`src/rtl/mem_port_arbiter.sv`:
```
// Shares the data-memory port between loads and committed stores. Stores wait in an
// in-order FIFO; MMIO stores are sequenced against IO-busy with a guard cycle between them.
module mem_port_arbiter #(
    parameter int FIFO_DEPTH   = 4,
    parameter int STARVE_LIMIT = 3
) (
    input  logic        clk,
    input  logic        rst,
    input  logic        IN_stValid,
    input  logic [31:0] IN_stAddr,
    input  logic [31:0] IN_stData,
    input  logic [3:0]  IN_stMask,
    output logic        OUT_stDisable,
    input  logic        IN_ldValid,
    input  logic [31:0] IN_ldAddr,
    output logic        OUT_ldGrant,
    input  logic        IN_IO_busy,
    output logic        OUT_memValid,
    output logic        OUT_memWe,
    output logic [31:0] OUT_memAddr,
    output logic [31:0] OUT_memData,
    output logic [3:0]  OUT_memMask,
    input  logic        IN_memReady,
    output logic        OUT_empty,
    output logic        OUT_overflow
);
    localparam int PW = $clog2(FIFO_DEPTH);
    localparam int CW = PW + 1;
    localparam int SW = $clog2(STARVE_LIMIT + 1);
    localparam logic [CW-1:0] DEPTH_C    = CW'(FIFO_DEPTH);
    localparam logic [CW-1:0] HIGH_WATER = CW'(FIFO_DEPTH - 1);
    localparam logic [SW-1:0] LIMIT_C    = SW'(STARVE_LIMIT);

    localparam logic [1:0] S_NORMAL  = 2'd0;
    localparam logic [1:0] S_IO_WAIT = 2'd1;
    localparam logic [1:0] S_GUARD   = 2'd2;

    localparam logic [1:0] OWN_NONE = 2'd0;
    localparam logic [1:0] OWN_ST   = 2'd1;
    localparam logic [1:0] OWN_LD   = 2'd2;

    logic [31:0]   addr_mem_q [FIFO_DEPTH];
    logic [31:0]   data_mem_q [FIFO_DEPTH];
    logic [3:0]    mask_mem_q [FIFO_DEPTH];

    logic [PW-1:0] head_q, head_d, tail_q, tail_d;
    logic [CW-1:0] count_q, count_d;
    logic [SW-1:0] starve_q, starve_d;
    logic [1:0]    state_q, state_d;
    logic [1:0]    own_q, own_d;
    logic          overflow_q, overflow_d;

    logic [31:0] head_addr, head_data;
    logic [3:0]  head_mask;
    logic        has_head, head_io, st_elig;
    logic        st_gnt, ld_gnt, mem_valid, push, pop;

    assign head_addr = addr_mem_q[head_q];
    assign head_data = data_mem_q[head_q];
    assign head_mask = mask_mem_q[head_q];
    assign has_head  = (count_q != '0);
    assign head_io   = has_head && (head_addr[31:24] == 8'hFF);
    assign st_elig   = has_head && (!head_io || (state_q == S_NORMAL && !IN_IO_busy));

    // An owner that has not yet seen IN_memReady keeps the port regardless of arbitration.
    always_comb begin
        st_gnt = 1'b0;
        ld_gnt = 1'b0;
        if (own_q == OWN_ST) begin
            st_gnt = has_head;
        end else if (own_q == OWN_LD && IN_ldValid) begin
            ld_gnt = 1'b1;
        end else if (st_elig && (!IN_ldValid || count_q == DEPTH_C || starve_q >= LIMIT_C)) begin
            st_gnt = 1'b1;
        end else begin
            ld_gnt = IN_ldValid;
        end
    end

    assign mem_valid = st_gnt || ld_gnt;
    assign pop       = st_gnt && IN_memReady;
    assign push      = IN_stValid && (count_q != DEPTH_C || pop);

    always_comb begin
        head_d     = pop  ? head_q + PW'(1) : head_q;
        tail_d     = push ? tail_q + PW'(1) : tail_q;
        count_d    = count_q + CW'(push) - CW'(pop);
        overflow_d = overflow_q || (IN_stValid && count_q == DEPTH_C && !pop);
        own_d      = (mem_valid && !IN_memReady) ? (st_gnt ? OWN_ST : OWN_LD) : OWN_NONE;

        starve_d = starve_q;
        if (pop || !st_elig) begin
            starve_d = '0;
        end else if (ld_gnt && starve_q != LIMIT_C) begin
            starve_d = starve_q + SW'(1);
        end

        state_d = state_q;
        if (pop && head_io) begin
            state_d = S_GUARD;
        end else begin
            case (state_q)
                S_NORMAL:  if (head_io && IN_IO_busy && !st_gnt) state_d = S_IO_WAIT;
                S_IO_WAIT: if (!IN_IO_busy) state_d = S_NORMAL;
                default:   state_d = S_NORMAL;
            endcase
        end
    end

    always_ff @(posedge clk) begin
        if (push) begin
            addr_mem_q[tail_q] <= IN_stAddr;
            data_mem_q[tail_q] <= IN_stData;
            mask_mem_q[tail_q] <= IN_stMask;
        end
    end

    always_ff @(posedge clk) begin
        if (rst) begin
            head_q     <= '0;
            tail_q     <= '0;
            count_q    <= '0;
            starve_q   <= '0;
            state_q    <= S_NORMAL;
            own_q      <= OWN_NONE;
            overflow_q <= 1'b0;
        end else begin
            head_q     <= head_d;
            tail_q     <= tail_d;
            count_q    <= count_d;
            starve_q   <= starve_d;
            state_q    <= state_d;
            own_q      <= own_d;
            overflow_q <= overflow_d;
        end
    end

    assign OUT_stDisable = (count_q >= HIGH_WATER);
    assign OUT_empty     = (count_q == '0);
    assign OUT_overflow  = overflow_q;
    assign OUT_memValid  = mem_valid;
    assign OUT_memWe     = st_gnt;
    assign OUT_ldGrant   = ld_gnt && !st_gnt;
    assign OUT_memAddr   = st_gnt ? head_addr : IN_ldAddr;
    assign OUT_memData   = st_gnt ? head_data : 32'h0;
    assign OUT_memMask   = st_gnt ? head_mask : 4'hF;
endmodule

```
`config.mk`:
```
export PLATFORM = sky130hd
export DESIGN_NAME = mem_port_arbiter
export DESIGN_NICKNAME = d
export VERILOG_FILES = /design/src/rtl/mem_port_arbiter.sv
export SDC_FILE = /design/constraint.sdc
export NUM_CORES = 1
export LEC_CHECK = 0
export BUFFER_PORTS_ARGS = -buffer_cell sky130_fd_sc_hd__buf_2
export CORE_ASPECT_RATIO = 1.4
export CORE_MARGIN = 2
export CORE_UTILIZATION = 35
export CTS_CLUSTER_DIAMETER = 40
export DETAILED_ROUTE_END_ITERATION = 10
export SKIP_LAST_GASP = 1
export SLEW_MARGIN = 25
export SYNTH_ARGS = -nofsm -noshare
export SYNTH_HDL_FRONTEND = slang
export SYNTH_SLANG_ARGS = --single-unit
export TNS_END_PERCENT = 20
```
`constraint.sdc`:
```
create_clock -name clk -period 3.7 [get_ports clk]
set_input_delay 0.185 -clock clk [delete_from_list [all_inputs] [get_ports clk]]
set_output_delay 0.185 -clock clk [all_outputs]
set_load 0.02 [all_outputs]
```
# Yosys cells after proc, flatten, opt, wreduce, memory -nomap -nowiden
# Memories as Yosys holds them, arrays and structs flattened. A register that Yosys moved wholly into a read port is not among the register bits.
# Cells that the tools add are included.
# totals
register_bits	14
ram_bits	272
input_bits	106
output_inout_bits	74
elab_cells	89
n_memories	3
# classes
add_sub_neg	5
magnitude_cmp	2
eq_ne	11
n_mux	22
bitwise	1
reduce_logical	37
# memory_table
name	words	width	read_ports	rd_clocked_by_memory_dff	wr	line_no	source
addr_mem_q	4	32	1	1	1	42	logic [31:0] addr_mem_q [FIFO_DEPTH];
data_mem_q	4	32	1	1	1	43	logic [31:0] data_mem_q [FIFO_DEPTH];
mask_mem_q	4	4	1	1	1	44	logic [3:0] mask_mem_q [FIFO_DEPTH];
# op_table
op	n
$mux W32	2
$mux W2	10
$logic_and A1 B1 Y1	15
$eq A8 B8 Y1 const B	1
$mux W1	8
$logic_not A1 Y1	7
$logic_or A1 B1 Y1	7
$add A2 B1 Y2 const B	3
$ne A3 B3 Y1 const B	2
$reduce_or A2 Y1	3
$eq A2 B1 Y1 const B	2
$mux W4	1
$ne A2 B2 Y1 const B	2
$pmux W2 S2	1
$reduce_and A2 Y1	2
$add A3 B1 Y3	1
$eq A3 B3 Y1 const B	1
$ge A3 B2 Y1 const B	1
$logic_not A3 Y1	1
$ne A3 B1 Y1 const B	1
$reduce_bool A3 Y1	1
$sub A3 B1 Y3	1
$eq A2 B2 Y1 const B	1
$ge A2 B2 Y1 const B	1
other kinds (3)	3

# Depth between registers and ports, before layout
# depth
ltp_word	14
ltp_mapped	13
ltp_nobuf	12

# Worst setup path after synthesis
# Ideal clock, no wire load.
# synth_path
path_kind	flip-flop to flip-flop
start	register with a tool-made name
end	memory addr_mem_q[2][0], enable pin
setup_ns	0.433
arrival_ns	3.300
required_time_ns	3.267
path_slack_ns	-0.034
stages_incl_launch_ff	8
path_buffers	2
period_less_slack_ns	3.734
cell_sequence	dfxtp_1 buf_4 buf_12 mux4_2 nand4_1 nor3_1 a211oi_2 and2_1
# synth_lines
item	line_no
to (decl)	42

==> impl_results.md <==
- Outcome: completed
- Register bit total from synthesis: 288
- CTS tree: yes
- Cells after Synth: 545
- I/O pin count: 180
- Post-DP Area: ~0.013 mm2
- Max-slew violation count: 0
- Total Routing Usage GR: 14.1%
- Worst relative slew slack: between 50% and 60%
- Final setup violation count: 0
- Fin Hold WS: 0.0468 ns
- Routed vias/inst: 4.68
- Clock Pin Slew Worst Setup and Hold Paths: roughly 0.050 ns
- CP Class: flip-flop to output port
- Top cells by area, synth: edfxtp_1 71%, mux4_2 13%, dfxtp_1 2.8%, mux2_4 2.1%, and2_1 2.0%
- Final WL: 23700 um
- DR DRC count: 0
- Register area share after synthesis: between 70% and 80%
- Initial antenna violation count: 1
- Wire per inst: 18.4 um
- Overflow after GRT: 0
- Post-Syn Area: 0.0114 mm2
- Placed cells: 1157
- Least-Margin Pin Slew: 0.748 ns
- Area share of the largest cell type after synthesis: 71.4%
- CTS Sinks: 288
- Layout cells sized above 1: 42.6%
- Nets: 942
- Yosys top cell by area: edfxtp_1
- Critical Path Start Type: flip-flop
- Top cells by count, synth: 272 x edfxtp_1, 68 x mux4_2, 36 x and2_1
- Num CTS Buffers: 37
- Post CTS Setup Buffer Count: 0
- Largest net degree at the start of global routing: 36
- Post-synthesis net count: 660
- Ys Warns: 0
- HP Class: input port to flip-flop
- Critical path endpoint category: output port
- Final period utilization: 92.9%
- Vias post-DR: 6054
- Vias in the first global route: 6433
- Dominant cell by count in the synthesized netlist: edfxtp_1
- Max-cap viol count: 0
- Leakage power: 5.24 nW
- Top cell by count, worst path: buf_4
- DRT antenna net count: 0
- Ys flop type: edfxtp_1
- Antenna cells: 0
- First-pass DRT Iterations: 4
- Worst skew pair latency: 0.51 ns
- Setup TNS: 0 ns
- Post-synth EDFFs: 272
- Final Cell Area: 0.0148 mm2
- Die Height: 218 um
- Fmax: 291 MHz
- CP Data Required Time: 3.51 ns
- Netlist cell types: 42
- Starting Density: about 35%
- CP Max Fanout: 33
- Final Hold Vio Count: 0
- RSZ-0062 raised after global routing: false
- Crit-path max cell delay: 0.55 ns
- Worst-path cell chain: mux4_2 > nand4_1 > nor4_2 > buf_4 > or2_1 > inv_2 > buf_4 > mux2_2 > buf_2
- Starting DRT DRC Count: about 250
- Post-CTS sizing: 0
- CTS Buffer Depth: 3
- H-tree levels: 2
- Layout Skew: 0.0165 ns
- Placer congestion estimate: 0.740
- Final non-filler cell total: ~1300
- Global-route wire length before repair: ~36000 um
- Std-Cell Rows: 78
- Clock root cell: clkbuf_16
- Power Dens Cells: roughly 720 mW/mm2
- Synthesized area per cell: 21.0 um2
- # port buffers: 179
- FFs w/ async S/R, synth: 0%
- Die area: 0.0341 mm2
- Core ar.: 0.0323 mm2
- Die Width: 157 um
- Crit path max-delay cell type: mux4_2
- Area Growth Syn to Fin: 29.6%
- Dpl hpwl: 14700 um
- WP data arrival: 3.25 ns
- Final period demand of the worst path: 3.44 ns
- VDD IR-drop max: 0.493 mV
-- path summary, 6_finish.rpt --
kind,start,to,slack [ns],cells after the start
worst max-delay path,flip-flop,OUT_memAddr[8],0.26,9
worst min-delay path,rst,count_q[1],0.05,2
worst max register to register,flip-flop,count_q[2],0.79,12
worst min register to register,OUT_overflow,OUT_overflow,0.45,2
-- sequential cells by signal, summed over array words and instances (netlist names), named ones only --
register / cells
addr_mem_q: 128
data_mem_q: 128
mask_mem_q: 16
count_q: 3
head_q: 2
own_q: 2
starve_q: 2
state_q: 2
tail_q: 2
OUT_overflow: 1
-- area by class of cell --
| class | instances | area [um2] |
|---|---|---|
| inverter | 15 | 56.3 |
| clock buffer | 45 | 966 |
| fill | 2783 | 17500 |
| multi-input combinational | 217 | 2760 |
| timing repair buffer | 268 | 1790 |
| tap | 440 | 551 |
| sequential | 288 | 8500 |
| clock inverter | 20 | 200 |
-- worst max-delay path: cells and delay by family, from the launching register on --
family / cells / cell delay, ns
mux: 2 / 0.94
buf+inv: 4 / 0.82
flops: 1 / 0.45
simple gates: 3 / 0.50
-- report_power, final --
group,total [W],internal [W],switching (W)
Sequential,0.00401,0.00391,0.000106
Clock,0.00338,0.00203,0.00135
Combinational,0.00332,0.00144,0.00189
-- metal layers --
| layer | vias up | share of wire [%] | GRT usage (%) |
|---|---|---|---|
| li1 | 2794 | - | - |
| met2 | 132 | 53 | 25.3 |
| met1 | 3086 | 40 | 16.4 |
| met5 | - | 0.055 | 0 |
| met3 | 40 | 4.6 | 3.24 |
| met4 | 2 | 2.3 | 4.86 |
-- placed cells by master (no fill, tap or decap), types with 2 or more instances in the layout --
master and n:
buf_2 179, nor2_1 6, buf_12 4, mux2_2 17
o21ai_0 4, and2_4 4, mux4_2 68, dfxtp_1 14
nand2b_1 3, or3_1 6, nor3_1 4, mux2_4 16
nand3_1 6, a21oi_1 9, buf_4 14, clkinv_4 3
edfxtp_1 272, nor2b_1 4, clkbuf_1 7, clkinv_2 3
inv_1 14, o31ai_1 2, clkbuf_16 37, dlygate4sd3_1 71
nand2_1 4, and4_1 2, dfxtp_4 2, ha_1 8
and2_1 32, nand4_1 3, o211ai_1 3, nor4_1 2
clkinv_1 3, inv_6 6, bufinv_16 2
-- metrics by stage --
stage	worst slack, ns	utilization [%]	total power, W
final	0.263	45.9	0.0107
after global routing	0.0657	45.9	0.0112
after CTS	0.170	45.9	0.0109
after detailed placement	0.742	40.1	0.00744
after global placement	0.774	40.1	0.00741
after floorplan	-0.0330	-	0.00642
-- repair_timing --
action | in CTS | in global routing
hold buffers | 71 | 0
setup endpoints to repair | 0 | 0
endpoints found under the hold margin | 276 | 0
-- logic make-up (layout without fill, tap and decap cells) --
family                     count (synthesis)  after routing  share of synthesized area [%]
xor gates and xnor gates                   1              1                         0.0766
and+or+nand+nor                           80             80                           4.18
DFF                                      288            288                           74.2
muxes                                    102            102                           17.3
buffers and inverters                     40            348                           1.72
AOI/OAI and AO/OA                         25             25                           1.47
adders and majority gates                  9              9                           1.05
(Power assumes the default switching activity.)
